**src/rtl/dmem_arbiter.sv**
```systemverilog
// Two-requester arbiter for the single-port data memory.
// CPU MEM stage vs boot loader; fixed 3-cycle IDLE/ISSUE/RESP sequence.
module dmem_arbiter #(
  parameter int ADDR_W   = 32,
  parameter int DATA_W   = 32,
  parameter int MAX_WAIT = 8
) (
  input  logic              clk,
  input  logic              rst,
  input  logic              cpu_req,
  input  logic              cpu_we,
  input  logic [ADDR_W-1:0] cpu_addr,
  input  logic [DATA_W-1:0] cpu_wdata,
  output logic [DATA_W-1:0] cpu_rdata,
  output logic              cpu_ack,
  output logic              cpu_stall,
  input  logic              ld_req,
  input  logic              ld_we,
  input  logic [ADDR_W-1:0] ld_addr,
  input  logic [DATA_W-1:0] ld_wdata,
  output logic [DATA_W-1:0] ld_rdata,
  output logic              ld_ack,
  output logic              mem_en,
  output logic              mem_we,
  output logic [ADDR_W-1:0] mem_addr,
  output logic [DATA_W-1:0] mem_wdata,
  input  logic [DATA_W-1:0] mem_rdata,
  output logic              owner
);

  typedef enum logic [1:0] {
    S_IDLE,
    S_ISSUE,
    S_RESP
  } state_t;

  state_t            r_state;
  state_t            w_next;
  logic              r_owner;
  logic              r_we;
  logic [ADDR_W-1:0] r_addr;
  logic [DATA_W-1:0] r_wdata;
  logic [DATA_W-1:0] r_cpu_rdata;
  logic [DATA_W-1:0] r_ld_rdata;
  logic [7:0]        r_wait;
  logic              w_grant;
  logic              w_gnt_ld;
  logic              w_resp;
  logic              w_rd;
  logic              w_starved;

  assign w_starved = (r_wait >= 8'(MAX_WAIT));

  always_comb begin
    w_next   = r_state;
    w_grant  = 1'b0;
    w_gnt_ld = 1'b0;
    unique case (r_state)
      S_IDLE: begin
        if (cpu_req | ld_req) begin
          w_grant  = 1'b1;
          w_gnt_ld = ld_req & (~cpu_req | w_starved);
          w_next   = S_ISSUE;
        end
      end
      S_ISSUE: w_next = S_RESP;
      S_RESP:  w_next = S_IDLE;
      default: w_next = S_IDLE;
    endcase
  end

  always_ff @(posedge clk) begin
    if (rst) r_state <= S_IDLE;
    else     r_state <= w_next;
  end

  // Acks and read capture are suppressed while rst is high.
  assign w_resp = (r_state == S_RESP) & ~rst;
  assign w_rd   = w_resp & ~r_we;

  always_ff @(posedge clk) begin
    if (rst) begin
      r_owner     <= 1'b0;
      r_we        <= 1'b0;
      r_addr      <= '0;
      r_wdata     <= '0;
      r_cpu_rdata <= '0;
      r_ld_rdata  <= '0;
    end else begin
      if (w_grant) begin
        r_owner <= w_gnt_ld;
        r_we    <= w_gnt_ld ? ld_we : cpu_we;
        r_addr  <= w_gnt_ld ? ld_addr : cpu_addr;
        r_wdata <= w_gnt_ld ? ld_wdata : cpu_wdata;
      end
      if (w_rd & ~r_owner) r_cpu_rdata <= mem_rdata;
      if (w_rd & r_owner)  r_ld_rdata  <= mem_rdata;
    end
  end

  always_ff @(posedge clk) begin
    if (rst) begin
      r_wait <= 8'd0;
    end else if (~ld_req | w_gnt_ld) begin
      r_wait <= 8'd0;
    end else if (!w_starved) begin
      r_wait <= r_wait + 8'd1;
    end
  end

  assign mem_en    = (r_state == S_ISSUE) & ~rst;
  assign mem_we    = r_we;
  assign mem_addr  = r_addr;
  assign mem_wdata = r_wdata;
  assign owner     = r_owner;

  assign cpu_ack   = w_resp & ~r_owner;
  assign ld_ack    = w_resp & r_owner;
  assign cpu_rdata = (w_rd & ~r_owner) ? mem_rdata : r_cpu_rdata;
  assign ld_rdata  = (w_rd & r_owner) ? mem_rdata : r_ld_rdata;
  assign cpu_stall = cpu_req & ~cpu_ack;

endmodule

```
**config.mk**
```make
export PLATFORM = sky130hd
export DESIGN_NAME = dmem_arbiter
export DESIGN_NICKNAME = d
export VERILOG_FILES = /design/src/rtl/dmem_arbiter.sv
export SDC_FILE = /design/constraint.sdc
export NUM_CORES = 1
export LEC_CHECK = 0
export BUFFER_PORTS_ARGS = -buffer_cell sky130_fd_sc_hd__buf_2
export CORE_AREA = 2 2 129 100
export DETAILED_ROUTE_END_ITERATION = 7
export DIE_AREA = 0 0 131 102
export PLACE_DENSITY = 0.85
export SLEW_MARGIN = 20
export SYNTH_ARGS = -nofsm -noshare
export SYNTH_HDL_FRONTEND = slang
export SYNTH_SLANG_ARGS = --single-unit
```
**constraint.sdc**
```tcl
create_clock -name clk -period 7.1 [get_ports clk]
set_input_delay 1.42 -clock clk [delete_from_list [all_inputs] [get_ports clk]]
set_output_delay 1.42 -clock clk [all_outputs]
set_load 0.03 [all_outputs]
```
======== After elaboration in Yosys (flattened, before gate mapping) ========
Index checks and enable logic that the tools add are counted.
cells by class
  eq/ne operators ......................... 3
  magnitude comparators ................... 1
  mux-type cells .......................... 11
  add/subtract/negate cells ............... 1
  reduce and logical (&&, ||, !) cells .... 2
  bitwise operators ....................... 18
operators by type and width
  kind                   count
  $mux W32               4
  $and A1 B1 Y1          9
  $add A8 B1 Y8 const B  1
  $ge A8 B4 Y1 const B   1
  $not A1 Y1             6
  $mux W1                5
  $pmux W2 S2            1
  $or A1 B1 Y1           3
  $eq A2 B1 Y1 const B   1
  $eq A2 B2 Y1 const B   1
  $logic_not A2 Y1       1
  $mux W2                1
  $ne A2 B2 Y1 const B   1
  $reduce_or A2 Y1       1
storage, ports and cells
  register bits after elaboration ......... 140
  output and inout bits ................... 134
  input bits .............................. 166

======== Longest topological paths before layout ========
Gate-level depths: netlist (run 1).
  depth in word-level cells ............... 7
  gate-level depth with buffers ........... 7

======== Least setup slack after synthesis (run 1) ========
Ideal clock, no wire load.
  kind .................................... input port to output port
  start ................................... input rst
  end ..................................... output ld_rdata[10]
  cell stages on the path ................. 6
  setup slack ............................. 2.777 ns
  data arrival time ....................... 2.903 ns
  buffers on the path ..................... 3
  path through ............................ buf_2 -> or3b_4 -> or3_1 -> buf_2 -> buf_6 -> mux2_4
on the way
  word-level cells in the longest chain between the ends .. 5
ends and longest elaborated chain
  element          RTL line  text
  start, declared  9         input logic rst,
  $not A1 Y1       78        assign w_resp = (r_state == S_RESP) & ~rst;
  $and A1 B1 Y1    78
  $and A1 B1 Y1    79        assign w_rd = w_resp & ~r_we;
  $and A1 B1 Y1    120       assign ld_rdata = (w_rd & r_owner) ? mem_rdata : r_ld_rdata;
  $mux W32         -
  end, declared    21        output logic [DATA_W-1:0] ld_rdata,
No other way between the ends.

======== Final worst setup path (run 1) ========
  start ................................... input rst
  end ..................................... output ld_rdata[31]
Same word-level chain as after synthesis.

==> impl_metrics.env, run 1 <==
export IMPL_run_status="complete, no violations"
export IMPL_drtPass1Iterations=4
export IMPL_timing_final_crit_period_ns=5.35
export IMPL_final_util_pct=66.6
export IMPL_cts_sink_count=140
export IMPL_grt_antenna_before_repair=0
export IMPL_origin_of_the_critical_flop_to_flop_path="r_wait[7]$_SDFFE_PP0N_"
export IMPL_h_tree_depth=4
export IMPL_worstMarginPinSlew_ns=1.01
export IMPL_layout_commonest_cell="sky130_fd_sc_hd__buf_2"
export IMPL_grt_busiest_layer="met2"
export IMPL_ys_seq_area_share_pct=48.0
export IMPL_avgViaCountPerCell=4.99
export IMPL_crit_type="in2out"
export IMPL_n_antenna_cell=0
export IMPL_critical_path_endpoint_type="output port"
export IMPL_die_area_um2=13400
export IMPL_postCtsSetupBuffers=0
export IMPL_clock_path_buffers=2
export IMPL_grt_util_met2_pct=42.9
export IMPL_first_global_vias=5005
export IMPL_synthesis_nets=790
export IMPL_largest_net_degree_at_the_start_of_global_routing=93
export IMPL_max_freq_mhz=187
export IMPL_tritoncts_clock_tree="yes"
export IMPL_drt_first_iter_violations=164
export IMPL_synthFlopType="sky130_fd_sc_hd__dfxtp_1"
export IMPL_final_cell_mix="298 x sky130_fd_sc_hd__buf_2, 140 x sky130_fd_sc_hd__dfxtp_1, 72 x sky130_fd_sc_hd__nor2_1"
export IMPL_detailedPlacementHpwl_um=11300
export IMPL_post_placement_worst_setup_slack_ns=1.76
export IMPL_unrepaired_setup_endpoints_after_global_routing="false"
export IMPL_r2r_end="mem_wdata[24]$_SDFFE_PP0P_"
export IMPL_required_time_of_the_critical_path_ns=5.68
export IMPL_final_setup_skew_ns=0.0113
export IMPL_global_route_overflow_total=0
export IMPL_grt_util_met3_pct=6.49
export IMPL_hp_start="r_wait[5]$_SDFFE_PP0N_"
export IMPL_floorplan_rows=35
export IMPL_chipWidth_um=131
export IMPL_synth_cell_area_um2=5830
export IMPL_design_area_um2=8020
export IMPL_io_buffer_count=299
export IMPL_vdd_ir_drop_worst_v=0.000216
export IMPL_worst_setup_path_start_kind="input port"
export IMPL_timing_hold_violations_final=0
export IMPL_clock_insertion_delay_worst_skew_ns=0.41
export IMPL_floorplan_initialDensity_pct=48.4
export IMPL_avgRoutedWirePerCell_um=15.2
export IMPL_class_of_the_tightest_hold_or_removal_check="reg2reg"
export IMPL_max_slew_margin_pct=32.4
export IMPL_timing_reg2reg_worst_path_depth=5
export IMPL_wl_um=16400
export IMPL_antenna_left=0
export IMPL_leakagePower_nw=4.11
export IMPL_p_per_area_nw_per_um2=272
export IMPL_clockRootBuffer="sky130_fd_sc_hd__clkbuf_16"
export IMPL_asyncSetResetFlopFracSynth_pct=0
export IMPL_groute_usage_overall_pct=23.7
export IMPL_reg2reg_slack_ns=4.58
export IMPL_fp_coreArea_um2=12000
export IMPL_floorplan_die_height_um=102
export IMPL_io_pin_count=300
export IMPL_routed_via_count=5362
export IMPL_cts_hold_fix_buffers=0
export IMPL_ys_ff_latch=140
export IMPL_worstPathArrival_ns=3.93
export IMPL_cts_resized_gates=0
export IMPL_synth_edf_count=0
export IMPL_finalSetupViolCount=0
export IMPL_globalRouteMet1Util_pct=26.8
export IMPL_worst_path_max_delay_cell="sky130_fd_sc_hd__or3_2"
export IMPL_cap_violations=0
export IMPL_tns_ns=0
export IMPL_whs_path_cells=1
export IMPL_timing_final_max_slew_violations=0
export IMPL_worst_setup_hold_path_clk_slew_ns=0.06
export IMPL_whs_endpoint="r_wait[5]$_SDFFE_PP0N_"
export IMPL_layout_worst_path_cycle_share_pct=75.4
export IMPL_critical_path_peak_fanout=92
export IMPL_cts_buffers=17
export IMPL_areaGrowthSynthToFinish_pct=37.4
export IMPL_drcViolationCount=0
export IMPL_place_gp_congestion=0.820
export IMPL_critPathMaxStageDelay_ns=0.79
export IMPL_final_layout_size_suffix_gt1_share_pct=44.6
export IMPL_synth_avg_cell_area_um2=9.38
export IMPL_synth_distinct_cells=30
export IMPL_netlist_instances=622
export IMPL_crit_path_cell_trace="buf_4 -> or3b_4 -> or3_2 -> mux2_2 -> buf_2"
export IMPL_ys_warn_count=0
export IMPL_grt_first_pass_wirelength_um=24600
export IMPL_nets=1064
export IMPL_final_setup_worst_slack_ns=1.75
export IMPL_placement_cell_area_um2=7390
==> synthesized netlist by cell type (3+ instances only) <==
cell type / number / area [um^2]
sky130_fd_sc_hd__a211oi_1: 65 / 488
sky130_fd_sc_hd__a21oi_1: 69 / 345
sky130_fd_sc_hd__and2_1: 4 / 25.0
sky130_fd_sc_hd__buf_2: 12 / 60.1
sky130_fd_sc_hd__buf_6: 3 / 33.8
sky130_fd_sc_hd__clkbuf_1: 33 / 124
sky130_fd_sc_hd__dfxtp_1: 140 / 2800
sky130_fd_sc_hd__inv_1: 3 / 11.3
sky130_fd_sc_hd__mux2_1: 4 / 45.0
sky130_fd_sc_hd__mux2_2: 30 / 338
sky130_fd_sc_hd__mux2_4: 30 / 450
sky130_fd_sc_hd__nand2_1: 66 / 248
sky130_fd_sc_hd__nand3_1: 3 / 15.0
sky130_fd_sc_hd__nor2_1: 72 / 270
sky130_fd_sc_hd__nor2b_1: 65 / 407
sky130_fd_sc_hd__nor3b_1: 3 / 22.5
==> critical path, delay by kind of cell <==
family | cells | cell delay (ns)
buffers and inverters | 2 | 0.89
muxes | 1 | 0.44
and+or+nand+nor | 2 | 1.09
==> worst max-delay path by stage <==
| stage | start | endpoint | depth (start not counted) |
|---|---|---|---|
| finish | rst | ld_rdata[31] | 5 |
| global route | rst | ld_rdata[31] | 5 |
| CTS | rst | ld_rdata[31] | 5 |
| detailed placement | rst | ld_rdata[31] | 5 |
| global placement | rst | ld_rdata[13] | 5 |
| floorplan | rst | ld_rdata[10] | 6 |
==> stage by stage <==
step	total power, mW	hold WS, ns	std cells
floorplan	1.12	0.420	622
global placement	1.26	0.437	1043
detailed placement	1.26	0.439	1043
CTS	2.20	0.457	1075
global route	2.27	0.493	1075
finish	2.18	0.456	1075
==> per-layer routing <==
layer	wire length (um)	share of wire [%]	up-vias
met5	0	0	-
met4	329	2.0	0
met3	1100	6.7	26
met2	8330	51	210
met1	6600	40	2447
li1	-	-	2679
==> cells by family (layout without fill, tap and decap cells) <==
family                     Yosys count  after routing  share of synthesized area (%)
and+or+nand+nor                    222            222                           18.1
AOI/OAI and AO/OA                  141            141                           15.1
DFF                                140            140                           48.0
muxes                               64             64                           14.3
buffers and inverters               53            340                           4.05
adders and majority gates            2              2                          0.429
==> registers in the layout, summed over array words and instances (netlist names) <==
name / count
r_wait: 8
mem_we: 1
r_cpu_rdata: 32
mem_addr: 32
r_state: 2
owner: 1
r_ld_rdata: 32
mem_wdata: 32
==> cell type report <==
cell class / count / area [um^2]
clock buffers: 17 / 425
repair buffers: 305 / 1540
fillers: 971 / 4020
inverters: 3 / 11.3
flip-flops and latches: 140 / 2800
multi-input cells: 429 / 2830
well taps: 166 / 208
clock inverters: 15 / 200
==> power by group <==
part           total (mW)  internal, mW  switching (mW)
registers           0.859         0.835          0.0240
logic               0.387         0.130           0.256
clock network       0.933         0.568           0.365
total                2.18          1.53           0.646
Power figures use the tool's default switching activity.
==> run 2: changes to the inputs <==
--- a/config.mk
+++ b/config.mk
@@ -5,11 +5,12 @@
 export SDC_FILE = /design/constraint.sdc
 export NUM_CORES = 1
 export LEC_CHECK = 0
+export ABC_AREA = 1
 export BUFFER_PORTS_ARGS = -buffer_cell sky130_fd_sc_hd__buf_2
-export CORE_AREA = 2 2 129 100
+export CORE_AREA = 2 2 152 117
 export DETAILED_ROUTE_END_ITERATION = 7
-export DIE_AREA = 0 0 131 102
-export PLACE_DENSITY = 0.85
+export DIE_AREA = 0 0 154 119
+export PLACE_DENSITY = 0.76
 export SLEW_MARGIN = 20
 export SYNTH_ARGS = -nofsm -noshare
 export SYNTH_HDL_FRONTEND = slang
==> constraint.sdc (replaced) <==
create_clock -name clk -period 4.5 [get_ports clk]
set_input_delay 0.9 -clock clk [delete_from_list [all_inputs] [get_ports clk]]
set_output_delay 0.9 -clock clk [all_outputs]
set_load 0.03 [all_outputs]
==> run 2 against run 1 <==
  * Final cell count increased by 43%
  * Synthesized cell count up 67%
  * Via count grew 31%
  * Clock skew fell by 0.0029 ns
  * Largest power group unchanged
  * Worst hold slack lost 0.029 ns
  * Non-clock buffer count rose by 8
==> impl_metrics.env, run 2 <==
export IMPL_io_pin_count=300
export IMPL_run_status="complete, no violations"
export IMPL_largest_net_degree_at_the_start_of_global_routing=70
export IMPL_yosys_cell_count_top_type="sky130_fd_sc_hd__inv_1"
export IMPL_floorplan_rows=42
export IMPL_final_layout_size_suffix_gt1_share_pct=40.4
export IMPL_ys_ff_latch=140
export IMPL_synth_edf_count=0
export IMPL_synth_distinct_cells=22
export IMPL_nets=1472
export IMPL_design_area_um2=9460
export IMPL_crit_type="in2out"
export IMPL_clock_insertion_delay_worst_skew_ns=0.41
export IMPL_worst_path_max_delay_cell="sky130_fd_sc_hd__buf_4"
export IMPL_max_slew_margin_pct=37.1
export IMPL_worstPathArrival_ns=2.53
export IMPL_synthDominantCellAreaShare_pct=38.5
export IMPL_drcViolationCount=0
export IMPL_totalPowerFinal_mw=3.61
export IMPL_synthesis_nets=1209
export IMPL_fp_coreArea_um2=17100
export IMPL_layout_worst_path_cycle_share_pct=76.2
export IMPL_crit_buf_inv=4
export IMPL_avgViaCountPerCell=4.58
export IMPL_leakagePower_nw=5.37
export IMPL_cap_violations=0
export IMPL_critical_path_peak_fanout=64
export IMPL_die_area_um2=18300
export IMPL_critPathMostFrequentCell="sky130_fd_sc_hd__buf_4"
export IMPL_place_gp_congestion=0.830
export IMPL_postCtsSetupBuffers=0
export IMPL_cts_hold_fix_buffers=0
export IMPL_clock_path_buffers=2
export IMPL_floorplan_initialDensity_pct=42.6
export IMPL_drt_first_iter_violations=376
export IMPL_cts_resized_gates=0
export IMPL_asyncSetResetFlopFracSynth_pct=0
export IMPL_vdd_ir_drop_worst_v=0.000220
export IMPL_chipWidth_um=154
export IMPL_global_route_overflow_total=0
export IMPL_ys_warn_count=0
export IMPL_worst_setup_path_start_kind="input port"
export IMPL_io_buffer_count=299
export IMPL_h_tree_depth=4
export IMPL_antenna_left=0
export IMPL_crit_path_cell_trace="buf_4 -> nor3_4 -> nand3_4 -> buf_4 -> nand2_1 -> o21ai_2 -> inv_1 -> buf_2"
export IMPL_grt_first_pass_wirelength_um=30400
export IMPL_synth_cell_area_um2=7270
export IMPL_wl_um=18500
export IMPL_groute_usage_overall_pct=20.1
export IMPL_reg2reg_slack_ns=2.48
export IMPL_required_time_of_the_critical_path_ns=3.60
export IMPL_final_cell_mix="298 x sky130_fd_sc_hd__buf_2, 204 x sky130_fd_sc_hd__inv_1, 150 x sky130_fd_sc_hd__nor2_1"
export IMPL_unrepaired_setup_endpoints_after_global_routing="false"
export IMPL_timing_final_crit_period_ns=3.43
export IMPL_routed_via_count=7039
export IMPL_placement_cell_area_um2=8780
export IMPL_detailedPlacementHpwl_um=13400
export IMPL_worst_setup_hold_path_clk_slew_ns=0.05
export IMPL_grt_antenna_before_repair=1
export IMPL_timing_hold_violations_final=0
export IMPL_critPathMaxStageDelay_ns=0.71
export IMPL_synth_avg_cell_area_um2=6.98
export IMPL_tns_ns=0
export IMPL_class_of_the_tightest_hold_or_removal_check="reg2reg"
export IMPL_worstMarginPinSlew_ns=0.944
export IMPL_finalSetupViolCount=0
export IMPL_cts_buffers=17
export IMPL_areaGrowthSynthToFinish_pct=30.1
export IMPL_drtPass1Iterations=4
export IMPL_first_global_vias=6526
export IMPL_final_setup_skew_ns=0.00847
export IMPL_yosys_area_top_type="sky130_fd_sc_hd__dfxtp_1"
export IMPL_synth_top_cells_by_count="204 x sky130_fd_sc_hd__inv_1, 150 x sky130_fd_sc_hd__nor2_1, 140 x sky130_fd_sc_hd__dfxtp_1"
export IMPL_netlist_instances=1041
export IMPL_critical_path_endpoint_type="output port"
export IMPL_synthFlopType="sky130_fd_sc_hd__dfxtp_1"
export IMPL_clockRootBuffer="sky130_fd_sc_hd__clkbuf_16"
export IMPL_synth_area_leaders="sky130_fd_sc_hd__dfxtp_1 39%, sky130_fd_sc_hd__inv_1 11%, sky130_fd_sc_hd__nor2_1 7.7%, sky130_fd_sc_hd__o21ai_2 7.7%, sky130_fd_sc_hd__nor2_2 4.9%"
export IMPL_ys_seq_area_share_pct=38.5
export IMPL_tritoncts_clock_tree="yes"
export IMPL_layout_commonest_cell="sky130_fd_sc_hd__buf_2"
export IMPL_p_per_area_nw_per_um2=382
export IMPL_timing_final_max_slew_violations=0
export IMPL_cp_top_family="buffers and inverters"
export IMPL_max_freq_mhz=292
export IMPL_cts_sink_count=140
export IMPL_floorplan_die_height_um=119
export IMPL_avgRoutedWirePerCell_um=12.0
-- run 2: layer usage --
layer / wire (um) / global-route usage [%] / vias to the layer above / part of all wire, %
met5: 0 / 0 / - / 0
met4: 388 / 7.01 / 0 / 2.1
met3: 1130 / 5.90 / 32 / 6.1
met2: 8540 / 33.4 / 221 / 46
met1: 8410 / 24.8 / 3086 / 46
li1: - / - / 3700 / -
-- run 2: worst min-delay path, stage by stage (launching register included) --
cell and delay [ns]:
sky130_fd_sc_hd__dfxtp_1 0.31, sky130_fd_sc_hd__inv_1 0.05, sky130_fd_sc_hd__nor2_1 0.03
-- run 2: report_power, final --
| part | internal (mW) | switching, mW | leakage (nW) | total (mW) |
|---|---|---|---|---|
| clock | 0.949 | 0.545 | 0.297 | 1.49 |
| combinational | 0.244 | 0.512 | 3.93 | 0.756 |
| sequential | 1.32 | 0.0365 | 1.15 | 1.36 |
-- run 2: cell families after synthesis --
family	after synthesis	share of synthesized area (%)
AOI/OAI and AO/OA	200	17.1
DFF	140	38.5
buffers and inverters	280	16.6
and+or+nand+nor	419	27.4
adders and majority gates	2	0.344
-- run 2: metrics by stage --
stage / setup slack [ns] / util [%] / instances / hold WS [ns]
2_1_floorplan: 1.52 / - / 1041 / 0.408
3_3_place_gp: 1.11 / 51.4 / 1503 / 0.415
3_5_place_dp: 1.06 / 51.4 / 1503 / 0.417
4_1_cts: 1.06 / 55.1 / 1535 / 0.426
5_1_grt: 0.928 / 55.4 / 1538 / 0.461
6_report: 1.07 / 55.4 / 1538 / 0.427
-- run 2: area by class of cell --
class | instances | area, um^2
Clock buffer | 20 | 447
Multi-Input combinational cell | 621 | 3270
Tap cell | 220 | 275
Inverter | 211 | 792
Timing Repair Buffer | 313 | 1680
Clock inverter | 12 | 186
Antenna cell | 1 | 2.50
Fill cell | 1630 | 7620
Sequential cell | 140 | 2800
-- run 2: path summary, 6_finish.rpt --
path | startpoint | end | cells past startpoint
worst max-delay path | rst | ld_rdata[31] | 8
worst max register to register | r_state[0]$_SDFFE_PP0P_ | mem_wdata[24]$_SDFFE_PP0P_ | 7
worst min register to register | r_wait[4]$_SDFFE_PP0N_ | r_wait[4]$_SDFFE_PP0N_ | 2
worst min-delay path | r_wait[4]$_SDFFE_PP0N_ | r_wait[4]$_SDFFE_PP0N_ | 2
==> run 3: changes to the inputs <==
==> constraint.sdc (replaced) <==
create_clock -name clk -period 2.86 [get_ports clk]
set_input_delay 0.572 -clock clk [delete_from_list [all_inputs] [get_ports clk]]
set_output_delay 0.572 -clock clk [all_outputs]
set_load 0.03 [all_outputs]
==> run 3 against run 2 <==
  * Wire length grew 1.5%
  * Final cell count is the same
  * First-iteration DRC count grew 18%
  * Via count grew 0.61%
  * Cell area shrank 0.65%
  * Global-route usage grew 0.39 points
  * Largest power group unchanged
==> impl_metrics.env, run 3 (same netlist as run 2, synthesis figures left out) <==
export IMPL_run_status="complete, no violations"
export IMPL_place_gp_congestion=0.825
export IMPL_final_layout_size_suffix_gt1_share_pct=40.6
export IMPL_power_share_switching_pct=32.7
export IMPL_worst_path_max_delay_cell="sky130_fd_sc_hd__dfxtp_1"
export IMPL_net_switching_power_mw=1.79
export IMPL_floorplan_initialDensity_pct=42.6
export IMPL_cp_top_family="buffers and inverters"
export IMPL_pwr_share_comb_pct=21.5
export IMPL_final_cell_mix="298 x sky130_fd_sc_hd__buf_2, 204 x sky130_fd_sc_hd__inv_1, 150 x sky130_fd_sc_hd__nor2_1"
export IMPL_crit_type="reg2out"
export IMPL_layout_filler_cells=1632
export IMPL_worst_setup_path_start_kind="flip-flop"
export IMPL_largest_net_degree_at_the_start_of_global_routing=103
export IMPL_worst_setup_hold_path_clk_slew_ns=0.06
export IMPL_timing_hold_violations_final=0
export IMPL_floorplan_die_height_um=119
export IMPL_critical_path_endpoint_type="output port"
export IMPL_clockRootBuffer="sky130_fd_sc_hd__clkbuf_16"
export IMPL_crit_path_cell_trace="inv_2 -> nor3_4 -> nand3_4 -> buf_12 -> o21ai_2 -> inv_1 -> buf_2"
export IMPL_dp_cells=1506
export IMPL_n_antenna_cell=0
export IMPL_max_freq_mhz=407
export IMPL_worstMarginPinSlew_ns=1.02
export IMPL_cap_violations=0
export IMPL_vdd_ir_drop_worst_v=0.000401
export IMPL_p_clk_share_pct=39.5
export IMPL_intPower_mw=3.68
export IMPL_clock_insertion_delay_worst_skew_ns=0.42
export IMPL_io_pin_count=300
export IMPL_first_global_vias=6468
export IMPL_fp_coreArea_um2=17100
export IMPL_routed_via_count=7082
export IMPL_leakagePower_nw=5.36
export IMPL_class_of_the_tightest_hold_or_removal_check="in2reg"
export IMPL_crit_buf_inv=4
export IMPL_timing_final_crit_period_ns=2.46
export IMPL_detailedPlacementHpwl_um=13500
export IMPL_io_buffer_count=299
export IMPL_finalSetupViolCount=0
export IMPL_floorplan_rows=42
export IMPL_areaGrowthSynthToFinish_pct=29.2
export IMPL_avgViaCountPerCell=4.60
export IMPL_totalPowerFinal_mw=5.47
export IMPL_critPathMaxStageDelay_ns=0.36
export IMPL_drtPass1Iterations=5
export IMPL_timing_hold_ws_ns=0.386
export IMPL_clock_path_buffers=2
export IMPL_required_time_of_the_critical_path_ns=2.29
export IMPL_global_route_overflow_total=0
export IMPL_avgRoutedWirePerCell_um=12.2
export IMPL_chipWidth_um=154
export IMPL_layout_worst_path_cycle_share_pct=86.0
export IMPL_cts_hold_fix_buffers=0
export IMPL_post_layout_nonfiller_instances=1538
export IMPL_timing_final_max_slew_violations=0
export IMPL_worstPathArrival_ns=1.89
export IMPL_seq_power_share_pct=39.0
export IMPL_antenna_left=0
export IMPL_cts_buffers=17
export IMPL_postCtsSetupBuffers=0
export IMPL_die_area_um2=18300
export IMPL_grt_first_pass_wirelength_um=30700
export IMPL_unrepaired_setup_endpoints_after_global_routing="false"
export IMPL_drt_first_iter_violations=445
export IMPL_critical_path_peak_fanout=46
export IMPL_max_slew_margin_pct=32.0
export IMPL_p_per_area_nw_per_um2=582
export IMPL_grt_antenna_before_repair=0
export IMPL_wl_um=18800
export IMPL_tns_ns=0
export IMPL_final_setup_skew_ns=0.00857
export IMPL_layout_commonest_cell="sky130_fd_sc_hd__buf_2"
export IMPL_cts_sink_count=140
export IMPL_tritoncts_clock_tree="yes"
export IMPL_groute_usage_overall_pct=20.5
export IMPL_cts_resized_gates=0
export IMPL_nets=1473
export IMPL_drcViolationCount=0
export IMPL_h_tree_depth=4
-- run 3: changes by cell type in the layout (fill, tap and decap cells not counted), sizes merged --
| cell | change |
|---|---|
| inv | +6 |
| bufinv | -3 |
| clkbuf | -3 |
| clkinv | +2 |
| clkinvlp | -2 |
| buf | +1 |
| diode | -1 |
-- run 3: path summary, 6_finish.rpt --
kind	from	depth (start not counted)	endpoint	slack, ns
hold reg to reg	r_wait[6]$_SDFFE_PP0N_	2	r_wait[6]$_SDFFE_PP0N_	0.43
hold / removal	rst	2	r_state[1]$_SDFFE_PP0P_	0.39
setup reg to reg	r_wait[3]$_SDFFE_PP0N_	7	mem_addr[23]$_SDFFE_PP0P_	1.27
setup / recovery	r_state[1]$_SDFFE_PP0P_	7	ld_rdata[12]	0.40
-- run 3: per-layer routing --
layer	up-vias	GRT usage [%]	wire (um)
li1	3696	-	-
met5	-	0	0
met2	215	33.3	8770
met1	3136	25.9	8300
met4	0	7.18	437
met3	35	6.04	1240
-- run 3: final cells by class --
type / count / area (um^2) / area share (%)
Multi-Input combinational cell: 621 / 3270 / 34.8
Inverter: 211 / 792 / 8.43
Sequential cell: 140 / 2800 / 29.8
Clock buffer: 17 / 425 / 4.53
Timing Repair Buffer: 314 / 1670 / 17.8
Tap cell: 220 / 275 / 2.93
Clock inverter: 15 / 153 / 1.62
-- run 3: power by group through the flow --
stage          clock network (mW)  logic (mW)  registers [mW]
6_report                     2.16        1.17            2.14
5_1_grt                      2.31        1.29            2.15
4_1_cts                      2.21        1.18            2.14
3_5_place_dp                    0        1.18            2.18
3_3_place_gp                    0        1.17            2.17
2_1_floorplan                   0       0.589            2.39
-- run 3: stage by stage --
step	cell area [um^2]	utilization (%)	worst slack, ns
2_1_floorplan	7270	-	0.532
3_3_place_gp	8820	51.6	0.502
3_5_place_dp	8820	51.6	0.477
4_1_cts	9400	55.0	0.392
5_1_grt	9400	55.0	0.260
6_report	9400	55.0	0.401
